==> config.mk <==
export PLATFORM = sky130hd
export DESIGN_NAME = pipelined_adder_sub
export DESIGN_NICKNAME = d
export VERILOG_FILES = /design/src/rtl/adder_pkg.sv /design/src/rtl/adder_chunk.sv /design/src/rtl/pipelined_adder_sub.sv
export SDC_FILE = /design/constraint.sdc
export NUM_CORES = 1
export LEC_CHECK = 0
export CORE_ASPECT_RATIO = 1.1
export CORE_UTILIZATION = 40
export DETAILED_ROUTE_END_ITERATION = 10
export HOLD_SLACK_MARGIN = 0.05
export PLACE_DENSITY = 0.59
export SLEW_MARGIN = 20
export SYNTH_ARGS = -nofsm -noshare
export SYNTH_HDL_FRONTEND = slang
export SYNTH_SLANG_ARGS = --single-unit
==> constraint.sdc <==
create_clock -name clk -period 3.3 [get_ports clk]
set_input_delay 0.99 -clock clk [delete_from_list [all_inputs] [get_ports clk]]
set_output_delay 0.99 -clock clk [all_outputs]
set_load 0.1 [all_outputs]
==> src/rtl/adder_pkg.sv <==
// Shared definitions for the pipelined add/subtract unit: op encoding,
// the flag bundle and the per-beat control bits carried down the pipe.
package adder_pkg;

    localparam logic OP_ADD = 1'b0;
    localparam logic OP_SUB = 1'b1;

    typedef struct packed {
        logic cout;
        logic overflow;
        logic zero;
    } flags_t;

    // Control bits that travel alongside each beat.
    typedef struct packed {
        logic op;
        logic sat;
    } ctl_t;

endpackage

==> src/rtl/adder_chunk.sv <==
// One pipeline stage: resolves the carry chain of chunk IDX, merges it into the
// running result word and forwards operands, carry and control to the next stage.
module adder_chunk
    import adder_pkg::*;
#(
    parameter int WIDTH = 32,
    parameter int CHUNK = 8,
    parameter int IDX   = 0
) (
    input  logic             clk,
    input  logic             rst_n,
    input  logic             valid,
    output logic             ready,
    output logic             valid_q,
    input  logic             ready_next,
    input  logic [WIDTH-1:0] a,
    input  logic [WIDTH-1:0] b,
    input  logic [WIDTH-1:0] acc,
    input  logic             carry,
    input  ctl_t             ctl,
    output logic [WIDTH-1:0] a_q,
    output logic [WIDTH-1:0] b_q,
    output logic [WIDTH-1:0] acc_q,
    output logic             carry_q,
    output logic             carry_msb_q,
    output ctl_t             ctl_q
);

    localparam int LO = IDX * CHUNK;
    localparam int HI = LO + CHUNK - 1;

    logic [CHUNK:0]   part;
    logic [WIDTH-1:0] merged;

    always_comb begin
        part   = {1'b0, a[HI:LO]} + {1'b0, b[HI:LO]} + {{CHUNK{1'b0}}, carry};
        merged = acc;
        merged[HI:LO] = part[CHUNK-1:0];
    end

    // A stage may load when it is empty or its content moves on this cycle,
    // which lets bubbles collapse without a skid buffer.
    assign ready = !valid_q || ready_next;

    // NOTE: sequential state uses non-blocking assignments only; blocking here
    // would let a later stage see this cycle's value and skip a register.
    // NOTE: the data registers are reset as well because the last stage drives
    // the visible sum, which must read zero straight out of reset.
    always_ff @(posedge clk or negedge rst_n) begin
        if (!rst_n) begin
            valid_q     <= 1'b0;
            a_q         <= '0;
            b_q         <= '0;
            acc_q       <= '0;
            carry_q     <= 1'b0;
            carry_msb_q <= 1'b0;
            ctl_q       <= '0;
        end else if (ready) begin
            valid_q <= valid;
            if (valid) begin
                a_q         <= a;
                b_q         <= b;
                acc_q       <= merged;
                carry_q     <= part[CHUNK];
                // Carry into this chunk's top bit; only the last stage's copy
                // feeds the signed-overflow flag.
                carry_msb_q <= a[HI] ^ b[HI] ^ part[CHUNK-1];
                ctl_q       <= ctl;
            end
        end
    end

endmodule

==> src/rtl/pipelined_adder_sub.sv <==
// Pipelined add/subtract unit with valid/ready handshake and carry/overflow/zero flags.
// Define ADDER_SAT_EN to add the sat input and signed saturation of the result.
module pipelined_adder_sub
    import adder_pkg::*;
#(
    parameter int WIDTH  = 32,
    parameter int STAGES = 4
) (
    input  logic             clk,
    input  logic             rst_n,
    input  logic             in_valid,
    output logic             in_ready,
    input  logic [WIDTH-1:0] a,
    input  logic [WIDTH-1:0] b,
    input  logic             cin,
    input  logic             op_sub,
`ifdef ADDER_SAT_EN
    input  logic             sat,
`endif
    output logic             out_valid,
    input  logic             out_ready,
    output logic [WIDTH-1:0] sum,
    output logic             cout,
    output logic             overflow,
    output logic             zero
);

    localparam int CHUNK = WIDTH / STAGES;

    if (WIDTH % STAGES != 0) begin : g_bad_split
        $error("pipelined_adder_sub: WIDTH must be a multiple of STAGES");
    end

    logic [STAGES:0]  vld;
    logic [STAGES:0]  rdy;
    logic [WIDTH-1:0] a_p   [STAGES+1];
    logic [WIDTH-1:0] b_p   [STAGES+1];
    logic [WIDTH-1:0] acc_p [STAGES+1];
    logic             c_p   [STAGES+1];
    ctl_t             ctl_p [STAGES+1];
    logic             cmsb_p[STAGES];

    logic             sat_bit;
    logic [WIDTH-1:0] res;
    logic             ovf;
    flags_t           flags;

`ifdef ADDER_SAT_EN
    assign sat_bit = sat;
`else
    assign sat_bit = 1'b0;
`endif

    // Subtraction is a + ~b + ~cin, so cout = 1 means "no borrow".
    assign vld[0]   = in_valid;
    assign a_p[0]   = a;
    assign b_p[0]   = (op_sub == OP_ADD) ? b : ~b;
    assign acc_p[0] = '0;
    assign c_p[0]   = (op_sub == OP_SUB) ? ~cin : cin;
    assign ctl_p[0] = '{op: op_sub, sat: sat_bit};

    assign rdy[STAGES] = out_ready;
    assign in_ready    = rdy[0];

    for (genvar k = 0; k < STAGES; k++) begin : g_stage
        adder_chunk #(
            .WIDTH(WIDTH),
            .CHUNK(CHUNK),
            .IDX  (k)
        ) u_chunk (
            .clk        (clk),
            .rst_n      (rst_n),
            .valid      (vld[k]),
            .ready      (rdy[k]),
            .valid_q    (vld[k+1]),
            .ready_next (rdy[k+1]),
            .a          (a_p[k]),
            .b          (b_p[k]),
            .acc        (acc_p[k]),
            .carry      (c_p[k]),
            .ctl        (ctl_p[k]),
            .a_q        (a_p[k+1]),
            .b_q        (b_p[k+1]),
            .acc_q      (acc_p[k+1]),
            .carry_q    (c_p[k+1]),
            .carry_msb_q(cmsb_p[k]),
            .ctl_q      (ctl_p[k+1])
        );
    end

    assign ovf = cmsb_p[STAGES-1] ^ c_p[STAGES];

    // NOTE: res gets its default before any conditional update so this block
    // can never infer a latch.
    always_comb begin
        res = acc_p[STAGES];
`ifdef ADDER_SAT_EN
        // On overflow the wrapped sign is the inverse of the true sign.
        if (ctl_p[STAGES].sat && ovf) begin
            res = acc_p[STAGES][WIDTH-1] ? {1'b0, {(WIDTH-1){1'b1}}}
                                         : {1'b1, {(WIDTH-1){1'b0}}};
        end
`endif
    end

    // zero is qualified by out_valid so the idle/reset state reports 0.
    always_comb begin
        flags.cout     = c_p[STAGES];
        flags.overflow = ovf;
        flags.zero     = vld[STAGES] && (res == '0);
    end

    assign out_valid = vld[STAGES];
    assign sum       = res;
    assign cout      = flags.cout;
    assign overflow  = flags.overflow;
    assign zero      = flags.zero;

endmodule

==> flow_summary.json, run 1 <==
{
  "status": "completed",
  "final_max_slew_viol_count": 0,
  "grt_overflow": 0,
  "dpl-instance-area_mm2": 0.00983,
  "antenna_cells": 0,
  "period_share_pct": 97.3,
  "synthFlopType": "dfrtp_1",
  "via_per_inst": 4.84,
  "reg2reg_to": "g_stage[2].u_chunk.acc_q[22]",
  "worstPathRequired_ns": 2.31,
  "synth_top_area_share_pct": 53.6,
  "synth_most_common_cell": "dfrtp_1",
  "syn_nets": 797,
  "ir_drop_mv": 0.436,
  "clock_latency_ns": 0.43,
  "place_congestion": 0.838,
  "worst-setup-path-type": "input port to primary output",
  "cp_max_fo": 3,
  "leakage_nw": 4.53,
  "cts.path.max_buffers": 2,
  "hold_start": "g_stage[2].u_chunk.acc_q[22]",
  "nets": 883,
  "worstSetupStartpointType": "input port",
  "finalSetupViolCount": 0,
  "slew_headroom_pct": 53.1,
  "syn_area_per_cell_um2": 12.5,
  "finalHoldViolations": 0,
  "portBuffers": 106,
  "cts_root_buffer": "clkbuf_16",
  "final.setup.tns_ns": 0,
  "max_freq_mhz": 311,
  "ys_top_cells_by_area": "dfrtp_1 (54%), mux2_2 (17%), ha_1 (4.1%)",
  "grt_pass1_vias": 5251,
  "fin_crit_ns": 3.21,
  "rsz0062_at_grt": "no",
  "io_pins": 107,
  "ctsHoldBuffers": 0,
  "syn_inst": 691,
  "drive_gt1_share_pct": 28.9,
  "endpoint_kind": "primary output",
  "worstMarginPinSlew_ns": 0.704,
  "route.detailed.drc": 0,
  "fin_worst_hold_slack_ns": 0.480,
  "ff2ff_path_depth": 7,
  "worstHoldPathCells": 2,
  "antenna_found_initial": 0,
  "grtUsageMet3_pct": 2.76,
  "yosys_warnings": 0,
  "ys_seq_area_share_pct": 53.6,
  "synth_edf_count": 0,
  "initial_core_util_pct": 40.7,
  "first_pass_iters": 4,
  "ys_async_sr_fraction_pct": 100,
  "via_count": 5230,
  "die_area_mm2": 0.0222,
  "grtUsageMet2_pct": 23.9,
  "clk_pin_slew_ns": 0.07,
  "core_mm2": 0.0212,
  "synth.cell_area_mm2": 0.00864,
  "post-cts-setup-buffers": 0,
  "finish.utilization_pct": 49.0,
  "powerDensity_mw_per_mm2": 952,
  "grt_pass1_wl_um": 27400,
  "wl_um": 16600,
  "critical_path_arrival_ns": 2.22,
  "syn_to_final_growth_pct": 20.5,
  "grt-busiest-layer": "met2",
  "final_cell_area_mm2": 0.0104,
  "r2r_slack_ns": 0.95,
  "synth_top_cells_by_count": "dfrtp_1 (185), mux2_2 (127), o21ai_0 (58)",
  "power_mw": 9.91,
  "cts_tree": "done",
  "skew_ns": 0.00894,
  "yosysTopAreaCell": "dfrtp_1",
  "fp.dieH_um": 156,
  "hold_class": "register to register",
  "htree_levels": 4,
  "cts_sinks": 185,
  "min_to": "g_stage[2].u_chunk.acc_q[22]",
  "drt_iter0_markers": 188,
  "rows": 56,
  "yosysUniqueCellTypes": 42,
  "post_cts_resized": 0,
  "r2r_start": "g_stage[1].u_chunk.a_q[16]",
  "cap_violations": 0,
  "ys_ff_latch": 185,
  "drt-wirelength-per-cell_um": 15.4,
  "fp.dieW_um": 142,
  "track_usage_pct": 15.9,
  "cts_buffers": 17,
  "grt_max_degree": 75,
  "hpwl_um": 12600,
  "grt_util_met1_pct": 23.1,
  "ant_nets": 0
}
-- flip-flops by register name (all words and copies together), names as in the netlist --
signal                       cells
g_stage.u_chunk.a_q             48
g_stage.u_chunk.acc_q           80
g_stage.u_chunk.b_q             48
g_stage.u_chunk.carry_msb_q      1
g_stage.u_chunk.carry_q          4
g_stage.u_chunk.valid_q          4
-- metal layers --
layer	up-vias	wire (um)
met2	98	7520
met5	-	0
li1	2553	-
met1	2561	8290
met3	18	575
met4	0	229
-- through the flow --
stage	std cells	setup slack [ns]
floorplan	691	0.0561
global placement	1048	-0.0802
detailed placement	1048	-0.132
CTS	1080	0.0804
global route	1080	0.0535
finish	1080	0.0893
-- cells by family after synthesis --
family          share of synthesized area, %
flops                                   53.6
mux                                     16.7
simple gates                            6.15
compound gates                          7.12
buf+inv                                 5.11
xor+xnor                                5.47
fa+ha+maj                               5.91
-- cell usage in the layout, fill, tap and decap left out, drive strengths merged, types with 17 or more instances in the layout --
cell / n
clkdlybuf4s50: 67
buf: 60
dfrtp: 185
inv: 18
ha: 28
xnor2: 26
o21ai: 58
mux2: 127
nand2: 58
a21oi: 20
xor2: 28
clkbuf: 17
-- where the power goes --
group          total, mW  internal [mW]  switching, mW
Sequential          3.61           3.07          0.545
Combinational       4.33           1.53           2.80
Clock               1.97           1.01          0.959
Total               9.91           5.61           4.31
-- worst max-delay path by stage --
stage                                 start  depth (start not counted)  slack [ns]                         end
6_report                          out_ready                          4        0.09                    in_ready
5_1_grt                           out_ready                          4        0.05                    in_ready
4_1_cts        g_stage[3].u_chunk.acc_q[29]                          4        0.08                        zero
3_5_place_dp                           b[0]                          9       -0.13  g_stage[0].u_chunk.carry_q
3_3_place_gp                           b[0]                          9       -0.08  g_stage[0].u_chunk.carry_q
2_1_floorplan    g_stage[3].u_chunk.valid_q                          3        0.06                        zero
-- worst max-delay path: stages --
cell and delay, ns:
clkdlybuf4s50_1 0.45, nand4b_2 0.29, or2_1 0.31, buf_12 0.18
-- cell type report --
class	count	area [um^2]
inverters	8	30.0
clock inverters	15	151
clock buffers	17	425
fillers	1903	10800
repair buffers	127	1210
multi-input cells	438	3600
flip-flops and latches	185	4630
well taps	290	363
Power figures use the tool's default switching activity.
==> inputs of run 2 (changes only) <==
--- a/config.mk
+++ b/config.mk
@@ -5,11 +5,12 @@
 export SDC_FILE = /design/constraint.sdc
 export NUM_CORES = 1
 export LEC_CHECK = 0
+export ABC_AREA = 1
 export CORE_ASPECT_RATIO = 1.1
 export CORE_UTILIZATION = 40
 export DETAILED_ROUTE_END_ITERATION = 10
 export HOLD_SLACK_MARGIN = 0.05
-export PLACE_DENSITY = 0.59
+export PLACE_DENSITY = 0.58
 export SLEW_MARGIN = 20
 export SYNTH_ARGS = -nofsm -noshare
 export SYNTH_HDL_FRONTEND = slang
==> run 2 against run 1 <==
Compared with the run above:
- global-route usage rose by 1.1 points
- count of clock-buffer cells in the layout rose by 4
- maximum frequency rose by 3.3%
- utilization fell by 0.066 points
==> flow_summary.json, run 2 <==
{
  "place_congestion": 0.795,
  "cts_root_buffer": "clkbuf_16",
  "ys_seq_area_share_pct": 52.1,
  "largest_reg_flops": 80,
  "worstSetupEndpoint": "in_ready",
  "clock_latency_ns": 0.42,
  "core_mm2": 0.0216,
  "finalSetupViolCount": 0,
  "portBuffers": 106,
  "layout_commonest_cell": "nand2_1",
  "grt_pass1_vias": 6093,
  "skew_ns": 0.00622,
  "final.setup.tns_ns": 0,
  "r2r_slack_ns": 1.41,
  "syn_inst": 1054,
  "cp_max_fo": 4,
  "rsz0062_at_grt": "no",
  "cts_buffers": 17,
  "fin_crit_ns": 3.11,
  "grt_pass1_wl_um": 30300,
  "initial_core_util_pct": 41.2,
  "ys_async_sr_fraction_pct": 100,
  "fp.dieW_um": 144,
  "syn_to_final_growth_pct": 19.0,
  "drt_iter0_markers": 181,
  "endpoint_kind": "primary output",
  "slew_headroom_pct": 35.8,
  "grt_max_degree": 66,
  "syn_area_per_cell_um2": 8.43,
  "via_count": 6372,
  "final_max_slew_viol_count": 0,
  "powerDensity_mw_per_mm2": 968,
  "post_cts_resized": 0,
  "synthFlopType": "dfrtp_1",
  "synth_top_cells_by_count": "nand2_1 (441), dfrtp_1 (185), inv_1 (75)",
  "reg2reg_to": "g_stage[0].u_chunk.acc_q[1]",
  "first_pass_iters": 4,
  "post-cts-setup-buffers": 0,
  "synth.cell_area_mm2": 0.00888,
  "dpl-instance-area_mm2": 0.00992,
  "leakage_nw": 5.40,
  "clk_pin_slew_ns": 0.06,
  "hpwl_um": 12800,
  "largest-register": "g_stage.u_chunk.acc_q",
  "synth_top_area_share_pct": 52.1,
  "cts_sinks": 185,
  "fp.dieH_um": 158,
  "synth_edf_count": 0,
  "die_area_mm2": 0.0228,
  "status": "completed",
  "ff2ff_path_depth": 8,
  "top_regs": "g_stage.u_chunk.acc_q: 80 flops, g_stage.u_chunk.a_q: 48 flops, g_stage.u_chunk.b_q: 48 flops",
  "io_pins": 107,
  "via_per_inst": 4.48,
  "route.detailed.drc": 0,
  "drt-wirelength-per-cell_um": 12.5,
  "worstSetupStartpointType": "input port",
  "max_freq_mhz": 322,
  "yosysUniqueCellTypes": 28,
  "yosys_warnings": 0,
  "drive_gt1_share_pct": 8.48,
  "period_share_pct": 94.2,
  "syn_nets": 1160,
  "final_cell_area_mm2": 0.0106,
  "finalHoldViolations": 0,
  "worst-setup-path-type": "input port to primary output",
  "antenna_cells": 0,
  "worstSetupStartpoint": "out_ready",
  "r2r_start": "g_stage[3].u_chunk.valid_q",
  "rows": 56,
  "htree_levels": 4,
  "worstMarginPinSlew_ns": 0.962,
  "yosysTopAreaCell": "dfrtp_1",
  "worstPathRequired_ns": 2.31,
  "cts.path.max_buffers": 2,
  "cts_tree": "done",
  "ctsHoldBuffers": 0,
  "ys_top_cells_by_area": "dfrtp_1 (52%), nand2_1 (19%), ha_1 (3.9%)",
  "synth_most_common_cell": "nand2_1",
  "critical_path_arrival_ns": 2.12,
  "ys_ff_latch": 185,
  "grt_overflow": 0,
  "nets": 1225,
  "nFillCells": 2167,
  "track_usage_pct": 17.0,
  "wl_um": 17800,
  "hold_class": "register to register",
  "layout_common_cells": "nand2_1 (441), dfrtp_1 (185), inv_1 (75)",
  "ant_nets": 0,
  "antenna_found_initial": 0,
  "ir_drop_mv": 0.365,
  "cap_violations": 0
}
## run 2: changes by cell type in the layout (fill, tap and decap cells not counted), moves of 7 or more
cell      before  now
a21oi_1       20   12
mux2_2       127    0
nand2b_1       9    0
nor2_1        13   35
inv_1          8   75
o21ai_1        0   39
a211oi_1       7    0
nand2_1       55  441
nand3_1        1   37
buf_4         51   44
nor3_1        10    2
xor2_1        27   10
## run 2: worst min-delay path by stage
| stage | from | to | cells past startpoint | slack (ns) |
|---|---|---|---|---|
| after floorplan | g_stage[0].u_chunk.a_q[16] | g_stage[1].u_chunk.a_q[16] | 2 | 0.44 |
| after global placement | g_stage[0].u_chunk.b_q[20] | g_stage[1].u_chunk.b_q[20] | 2 | 0.45 |
| after detailed placement | g_stage[0].u_chunk.b_q[19] | g_stage[1].u_chunk.b_q[19] | 2 | 0.46 |
| after CTS | g_stage[0].u_chunk.b_q[19] | g_stage[1].u_chunk.b_q[19] | 2 | 0.47 |
| after global routing | g_stage[1].u_chunk.b_q[26] | g_stage[2].u_chunk.b_q[26] | 2 | 0.49 |
| final | g_stage[0].u_chunk.b_q[19] | g_stage[1].u_chunk.b_q[19] | 2 | 0.47 |
## run 2: cell families after synthesis
logic type	share of synthesized area [%]
AOI/OAI and AO/OA	6.14
xor gates and xnor gates	4.04
adders and majority gates	5.75
buffers and inverters	8.31
DFF	52.1
and+or+nand+nor	23.6
## run 2: worst max-delay path, stage by stage
cell,delay (ns)
clkdlybuf4s50_1,0.46
nor2_4,0.20
nand4_2,0.22
buf_12,0.24
## run 2: report_power, final
part	switching, mW	internal (mW)	total [mW]
clock	0.842	1.35	2.19
sequential	0.506	3.09	3.60
combinational	3.16	1.29	4.44
## run 2: final cells by class
class                      count  area, um^2  share of cell area, %
clock buffer                  21         480                   4.55
clock inverter                11         168                   1.59
inverter                      81         304                   2.88
multi-input combinational    717        3530                   33.4
sequential                   185        4630                   43.8
tap                          290         363                   3.43
timing repair buffer         117        1100                   10.4
## run 2: per-stage QoR
| step | cells | utilization (%) | hold slack, ns | power [mW] | setup WS [ns] |
|---|---|---|---|---|---|
| floorplan | 1054 | - | 0.442 | 7.26 | 0.211 |
| global placement | 1390 | 46.0 | 0.452 | 8.04 | 0.231 |
| detailed placement | 1390 | 46.0 | 0.457 | 8.12 | 0.203 |
| CTS | 1422 | 49.0 | 0.471 | 10.3 | 0.187 |
| global route | 1422 | 49.0 | 0.493 | 11.0 | 0.159 |
| finish | 1422 | 49.0 | 0.468 | 10.2 | 0.192 |
## run 2: per-layer routing
| layer | part of all wire, % | wire (um) | up-vias | track usage (%) |
|---|---|---|---|---|
| met5 | 0 | 0 | - | 0 |
| met4 | 1.2 | 216 | 0 | 5.07 |
| met3 | 3.4 | 611 | 13 | 3.31 |
| met2 | 42 | 7500 | 110 | 25.1 |
| met1 | 53 | 9470 | 2857 | 25.0 |
| li1 | - | - | 3392 | - |
